**config.mk**
```make
export PLATFORM = sky130hd
export DESIGN_NAME = puf_key_ctrl
export DESIGN_NICKNAME = d
export VERILOG_FILES = /design/src/rtl/puf_pkg.sv /design/src/rtl/puf_wait_timer.sv /design/src/rtl/puf_key_ctrl.sv
export SDC_FILE = /design/constraint.sdc
export NUM_CORES = 1
export LEC_CHECK = 0
export ABC_AREA = 1
export BUFFER_PORTS_ARGS = -buffer_cell sky130_fd_sc_hd__buf_2
export CAP_MARGIN = 20
export CORE_MARGIN = 1.5
export CORE_UTILIZATION = 25
export DETAILED_ROUTE_END_ITERATION = 10
export PLACE_DENSITY = 0.52
export SYNTH_ARGS = -nofsm -noshare
export SYNTH_HDL_FRONTEND = slang
export SYNTH_SLANG_ARGS = --single-unit
```
**constraint.sdc**
```tcl
create_clock -name clk -period 2 [get_ports clk]
set_input_delay 0.2 -clock clk [delete_from_list [all_inputs] [get_ports clk]]
set_output_delay 0.2 -clock clk [all_outputs]
set_load 0.01 [all_outputs]
```
**src/rtl/puf_pkg.sv**
```systemverilog
// Shared definitions for the PUF key controller.
//   state_e  : sequencer states
//   TIMER_W  : width of the wait-state timeout counter
//   UCNT_W   : width of the saturating unstable-challenge counter
//   sat_inc  : saturating increment helper for the unstable counter
package puf_pkg;

   localparam int TIMER_W = 16;
   localparam int UCNT_W  = 16;

   typedef enum logic [2:0] {
      IDLE    = 3'd0,
      REQ     = 3'd1,
      WAIT_CH = 3'd2,
      EVAL    = 3'd3,
      WAIT_R  = 3'd4,
      ACC     = 3'd5,
      DONE    = 3'd6,
      ERR     = 3'd7
   } state_e;

   // Increment that sticks at all-ones instead of wrapping.
   function automatic logic [UCNT_W-1:0] sat_inc(input logic [UCNT_W-1:0] v);
      if (v == {UCNT_W{1'b1}}) begin
         return v;
      end else begin
         return v + UCNT_W'(1);
      end
   endfunction

endpackage

```
**src/rtl/puf_wait_timer.sv**
```systemverilog
// Timeout counter shared by the two wait states of the PUF key controller.
// Ports:
//   clk, rst : clock, asynchronous active-low reset
//   clr      : forces the count to zero (held while not waiting)
//   en       : counts one cycle per clock while waiting
//   expired  : high in the cycle whose increment brings the count to TIMEOUT,
//              i.e. during the TIMEOUT-th cycle spent waiting
module puf_wait_timer
   import puf_pkg::*;
#(
   parameter int TIMEOUT = 255
) (
   input  logic clk,
   input  logic rst,
   input  logic clr,
   input  logic en,
   output logic expired
);

   logic [TIMER_W-1:0] cnt_q;
   logic [TIMER_W-1:0] cnt_d;

   // Next count: clear has priority over counting.
   always_comb begin
      cnt_d = cnt_q;
      if (clr) begin
         cnt_d = '0;
      end else if (en) begin
         cnt_d = cnt_q + TIMER_W'(1);
      end else begin
         cnt_d = cnt_q;
      end
   end

   // Count register.
   always_ff @(posedge clk or negedge rst) begin
      if (!rst) begin
         cnt_q <= '0;
      end else begin
         cnt_q <= cnt_d;
      end
   end

   assign expired = en & (cnt_q == TIMER_W'(TIMEOUT - 1));

endmodule

```
**src/rtl/puf_key_ctrl.sv**
```systemverilog
// PUF key controller: requests challenges, launches one PUF evaluation per
// challenge and gathers one response bit per challenge into a NUM_BITS key.
// Each challenge is evaluated REPEAT times because the generator only
// advances its seed every REPEAT requests.
// Ports:
//   clk, rst            : clock, asynchronous active-low reset
//   start               : pulse, begins a run (ignored unless idle)
//   busy, done          : run in progress / end-of-run pulse
//   key_valid, key      : collected key and its validity
//   err_timeout         : last run aborted waiting for generator or core
//   unstable_cnt        : challenges whose repeats disagreed (saturating)
//   gen_request/ready/challenge : challenge generator handshake
//   puf_start/challenge/done/resp : PUF evaluation core handshake
// Build option: define PUF_STABILITY_EN to enable repeat-mismatch tracking
// (key bit = first repeat, unstable_cnt active). Without it the key bit is
// the last repeat's response and unstable_cnt stays 0.
module puf_key_ctrl
   import puf_pkg::*;
#(
   parameter int NUM_BITS = 128,
   parameter int REPEAT   = 2,
   parameter int CHAL_W   = 128,
   parameter int TIMEOUT  = 255
) (
   input  logic                clk,
   input  logic                rst,
   input  logic                start,
   output logic                busy,
   output logic                done,
   output logic                key_valid,
   output logic [NUM_BITS-1:0] key,
   output logic                err_timeout,
   output logic [UCNT_W-1:0]   unstable_cnt,
   output logic                gen_request,
   input  logic                gen_ready,
   input  logic [CHAL_W-1:0]   gen_challenge,
   output logic                puf_start,
   output logic [CHAL_W-1:0]   puf_challenge,
   input  logic                puf_done,
   input  logic                puf_resp
);

   localparam int BIT_W = (NUM_BITS > 1) ? $clog2(NUM_BITS) : 1;
   localparam int REP_W = 6;

   state_e              state_q, state_d;
   logic [BIT_W-1:0]    bit_cnt_q, bit_cnt_d;
   logic [REP_W-1:0]    rep_cnt_q, rep_cnt_d;
   logic                resp_q, resp_d;
   logic [NUM_BITS-1:0] key_q, key_d;
   logic                key_valid_q, key_valid_d;
   logic                err_timeout_q, err_timeout_d;
   logic [UCNT_W-1:0]   ucnt_q, ucnt_d;
   logic [CHAL_W-1:0]   chal_q, chal_d;
   logic                gen_request_q, gen_request_d;
   logic                puf_start_q, puf_start_d;
   logic                busy_q, busy_d;
   logic                done_q, done_d;
   logic                bit_val_s;
   logic                tmr_wait_s;
   logic                tmr_expired_s;
`ifdef PUF_STABILITY_EN
   logic                ref_q, ref_d;
   logic                mismatch_q, mismatch_d;
   logic                unstable_now_s;
`endif

   assign tmr_wait_s = (state_q == WAIT_CH) || (state_q == WAIT_R);

   puf_wait_timer #(.TIMEOUT(TIMEOUT)) u_timer (
      .clk     (clk),
      .rst     (rst),
      .clr     (!tmr_wait_s),
      .en      (tmr_wait_s),
      .expired (tmr_expired_s)
   );

   // Sequencer next-state, datapath updates and next registered outputs.
   always_comb begin
      state_d       = state_q;
      bit_cnt_d     = bit_cnt_q;
      rep_cnt_d     = rep_cnt_q;
      resp_d        = resp_q;
      key_d         = key_q;
      key_valid_d   = key_valid_q;
      err_timeout_d = err_timeout_q;
      ucnt_d        = ucnt_q;
      chal_d        = chal_q;
      bit_val_s     = resp_q;
`ifdef PUF_STABILITY_EN
      ref_d          = ref_q;
      mismatch_d     = mismatch_q;
      unstable_now_s = 1'b0;
      // First repeat defines the bit; later repeats are only compared with it.
      if (rep_cnt_q == REP_W'(0)) begin
         bit_val_s = resp_q;
      end else begin
         bit_val_s      = ref_q;
         unstable_now_s = mismatch_q | (resp_q != ref_q);
      end
`endif

      case (state_q)
         IDLE: begin
            if (start) begin
               state_d       = REQ;
               key_valid_d   = 1'b0;
               err_timeout_d = 1'b0;
               ucnt_d        = '0;
               bit_cnt_d     = '0;
               rep_cnt_d     = '0;
`ifdef PUF_STABILITY_EN
               mismatch_d    = 1'b0;
`endif
            end else begin
               state_d = IDLE;
            end
         end
         REQ: begin
            state_d = WAIT_CH;
         end
         WAIT_CH: begin
            // A ready pulse in the expiry cycle still wins.
            if (gen_ready) begin
               chal_d  = gen_challenge;
               state_d = EVAL;
            end else if (tmr_expired_s) begin
               state_d       = ERR;
               err_timeout_d = 1'b1;
               key_valid_d   = 1'b0;
            end else begin
               state_d = WAIT_CH;
            end
         end
         EVAL: begin
            state_d = WAIT_R;
         end
         WAIT_R: begin
            if (puf_done) begin
               resp_d  = puf_resp;
               state_d = ACC;
            end else if (tmr_expired_s) begin
               state_d       = ERR;
               err_timeout_d = 1'b1;
               key_valid_d   = 1'b0;
            end else begin
               state_d = WAIT_R;
            end
         end
         ACC: begin
`ifdef PUF_STABILITY_EN
            if (rep_cnt_q == REP_W'(0)) begin
               ref_d = resp_q;
            end else begin
               ref_d = ref_q;
            end
            mismatch_d = unstable_now_s;
`endif
            if (rep_cnt_q < REP_W'(REPEAT - 1)) begin
               rep_cnt_d = rep_cnt_q + REP_W'(1);
               state_d   = REQ;
            end else begin
               key_d[bit_cnt_q] = bit_val_s;
               rep_cnt_d        = '0;
`ifdef PUF_STABILITY_EN
               if (unstable_now_s) begin
                  ucnt_d = sat_inc(ucnt_q);
               end else begin
                  ucnt_d = ucnt_q;
               end
               mismatch_d = 1'b0;
`endif
               if (bit_cnt_q == BIT_W'(NUM_BITS - 1)) begin
                  state_d     = DONE;
                  key_valid_d = 1'b1;
               end else begin
                  bit_cnt_d = bit_cnt_q + BIT_W'(1);
                  state_d   = REQ;
               end
            end
         end
         DONE: begin
            state_d = IDLE;
         end
         ERR: begin
            state_d = IDLE;
         end
         default: begin
            state_d = IDLE;
         end
      endcase

      // Outputs are registered from the next state so they line up with it.
      gen_request_d = (state_d == REQ);
      puf_start_d   = (state_d == EVAL);
      busy_d        = (state_d != IDLE);
      done_d        = (state_d == DONE) || (state_d == ERR);
   end

   // State, datapath and output registers.
   always_ff @(posedge clk or negedge rst) begin
      if (!rst) begin
         state_q       <= IDLE;
         bit_cnt_q     <= '0;
         rep_cnt_q     <= '0;
         resp_q        <= 1'b0;
         key_q         <= '0;
         key_valid_q   <= 1'b0;
         err_timeout_q <= 1'b0;
         ucnt_q        <= '0;
         chal_q        <= '0;
         gen_request_q <= 1'b0;
         puf_start_q   <= 1'b0;
         busy_q        <= 1'b0;
         done_q        <= 1'b0;
      end else begin
         state_q       <= state_d;
         bit_cnt_q     <= bit_cnt_d;
         rep_cnt_q     <= rep_cnt_d;
         resp_q        <= resp_d;
         key_q         <= key_d;
         key_valid_q   <= key_valid_d;
         err_timeout_q <= err_timeout_d;
         ucnt_q        <= ucnt_d;
         chal_q        <= chal_d;
         gen_request_q <= gen_request_d;
         puf_start_q   <= puf_start_d;
         busy_q        <= busy_d;
         done_q        <= done_d;
      end
   end

`ifdef PUF_STABILITY_EN
   // Reference bit and mismatch flag for the challenge being repeated.
   always_ff @(posedge clk or negedge rst) begin
      if (!rst) begin
         ref_q      <= 1'b0;
         mismatch_q <= 1'b0;
      end else begin
         ref_q      <= ref_d;
         mismatch_q <= mismatch_d;
      end
   end
`endif

   assign busy          = busy_q;
   assign done          = done_q;
   assign key_valid     = key_valid_q;
   assign key           = key_q;
   assign err_timeout   = err_timeout_q;
   assign unstable_cnt  = ucnt_q;
   assign gen_request   = gen_request_q;
   assign puf_start     = puf_start_q;
   assign puf_challenge = chal_q;

endmodule

```
==> reports/metrics.csv <==
stage,metric,value,unit
synth,synth_seq_area_share,60.0,%
floorplanning,ios,412,
timing,fin_skew,0.00985,ns
global_route,grt_pass1_wl,61000,microns
place,io_buffers,395,
setup_path,crit_required,2.42,ns
global_route,grt.busiest_layer,met2,
route,wire_per_inst,15.0,microns
clock_network,cts_buffer_depth,3,
synth,synth_cell_types,30,
clock_network,cts_tree,done,
clock_network,root_buffer,clkbuf_16,
global_route,use_met3,4.52,%
synth,ys_warn_count,0,
finish,drive_above_1_share,28.0,%
synth,avgSynthCellArea,8.98,sq um
run_status,status,"complete, no violations",
route,via_count,11100,
finish,final_cell_mix,"480 x nand2_1, 394 x buf_2, 295 x dfrtp_1",
setup_path,critPathKind,register to register,
place,dp_slack,-0.0629,ns
setup_path,cp_max_fo,12,
global_route,grtUsageMet2,25.1,%
finish,antenna_cells,0,
floorplanning,coreArea,48700,sq um
global_route,overflow,0,
timing,rsz0062_at_grt,false,
pwr,ir_drop,0.000761,V
route,viasPerCell,4.28,
finish,area_growth,44.5,%
setup_path,worstPathArrival,2.19,ns
global_route,grt_use_met1,19.5,%
synth,synth_flop_cell,dfrtp_1,
synth,synth_area,12300,sq um
clock_network,clk_latency,0.53,ns
synth,synth_largest_area_cell,dfrtp_1,
setup_path,startpoint,bit_cnt_q[2],
route,first_pass_iters,5,
timing,setup_ws,0.236,ns
place,place_congestion,0.851,
floorplanning,num_rows,81,
synth,synthTopCellsByArea,"dfrtp_1 60%, nand2_1 15%, a21oi_1 4.6%, a31oi_1 4.0%, nor2_1 3.4%",
clock_network,cts_made_buffers,37,
route,wl,39200,microns
setup_path,endpoint_kind,register,
clock_network,cts_sinks,295,
setup_path,r2r_start,bit_cnt_q[2],
setup_path,startpoint_type,register,
clock_network,clk_pin_slew,0.06,ns
route,drc,0,
place,place_area,15300,sq um
pwr,power.total,20000,uW
global_route,antenna_found_initial,0,
route,ant_nets,0,
finish,final_cell_area,17800,sq um
timing,period_minus_slack,1.76,ns
global_route,grt_max_degree,84,
finish,final_nets,2054,
timing,hold_viol,0,
global_route,grtUsageTotal,15.3,%
clock_network,htree_levels,2,
pwr,p_per_area,1130,nW/um^2
pwr,p_leak,0.00941,uW
worst_hold_path,hold_depth,4,
timing,fmax,567,MHz
synth,synthArstFlopShare,100,%
timing,drv_slew,0,
synth,synth_edf_count,0,
worst_hold_path,hp-class,primary input to register,
synth,synth_seq_cells,295,
synth,synth_top_cell_area_share,60.0,%
place,dp_hpwl,27900,microns
timing,fin_crit_sh,88.2,%
timing,setup_viol,0,
synth,synth_cells,1370,
job,cap_violations,0,
timing,final.setup.tns,0,ns
floorplanning,die_area,50500,sq um
worst_hold_path,min_from,start,
floorplanning,die_y,225,microns
floorplanning,die_w,225,microns
global_route,first_global_vias,11000,
route,drtIter0Drc,652,
setup_path,r2r_cells,8,
finish,final_common_cell,nand2_1,
floorplanning,initial_core_util,25.2,%
==> synthesized netlist by cell type, types with 3 or more instances <==
cell and count:
buf_4 20, dfrtp_1 295, xor2_1 6, nand2_1 481
a31oi_1 78, buf_2 41, nor2_4 3, o21a_1 17
inv_1 72, nand4_1 3, ha_1 5, nand3_1 32
nor3_1 7, inv_2 4, o21ai_0 20, nor2_1 112
nor2_2 18, clkbuf_1 25, nor2_8 3, a21oi_1 114
==> final cells by class <==
type	instances	area (sq um)
repair buffers	579	3860
clock inverters	13	101
inverters	77	295
clock buffers	51	1070
flip-flops and latches	295	7380
multi-input cells	925	4240
fillers	4983	31000
well taps	664	831
==> layer usage <==
layer / wire length, microns / vias to the layer above
li1: - / 5454
met2: 18600 / 390
met5: 0 / -
met4: 754 / 0
met3: 2860 / 49
met1: 17000 / 5255
==> registers in the layout, indices dropped and copies added (netlist names) <==
register and cells:
state_q 3, u_timer.cnt_q 16, puf_start 1, bit_val_s 1
key 128, busy 1, bit_cnt_q 7, gen_request 1
rep_cnt_q 6, puf_challenge 128, done 1, key_valid 1
err_timeout 1
==> path summary, 6_finish.rpt <==
kind	slack, ns	end
worst min register to register	0.46	puf_challenge[63]
worst max-delay path	0.24	key[70]
worst min-delay path	0.04	err_timeout
min in group asynchronous	0.20	key[44]
worst max register to register	0.24	key[70]
max in group asynchronous	1.10	key[40]
==> worst max-delay path: stages (launching register included) <==
cell	delay, ns
dfrtp_1	0.47
nand2_1	0.14
nor2_1	0.24
inv_1	0.15
nor2_8	0.17
inv_2	0.15
nor2_1	0.16
nand2_1	0.07
o21a_1	0.10
==> through the flow <==
stage	std cells	hold slack (ns)	utilization, %
2_1_floorplan	1385	-0.0956	-
3_3_place_gp	2410	0.177	31.4
3_5_place_dp	2410	0.174	31.4
4_1_cts	2604	0.00980	36.4
5_1_grt	2604	0.0330	36.5
6_report	2604	0.0419	36.5
==> repair_timing <==
item	4_1_cts	5_1_grt
hold buffers	130	0
hold endpoints to repair	183	0
setup buffers	0	0
setup endpoints to repair	2	9
resized for setup	1	3
==> cell families (layout without fill, tap and decap cells) <==
logic type | after synthesis | count (layout) | synth area share [%]
and+or+nand+nor | 664 | 664 | 22.0
other | 1 | 16 | 0.0305
DFF | 295 | 295 | 60.0
adders and majority gates | 5 | 5 | 0.509
xor gates and xnor gates | 8 | 8 | 0.570
buffers and inverters | 165 | 720 | 6.23
AOI/OAI and AO/OA | 232 | 232 | 10.7
==> where the power goes <==
| part | internal (uW) | total, uW | switching (uW) |
|---|---|---|---|
| clock | 3850 | 6430 | 2580 |
| sequential | 7280 | 8040 | 758 |
| combinational | 2060 | 5550 | 3490 |
| total | 13200 | 20000 | 6820 |
Note: power is estimated with default switching activity, not from simulation.
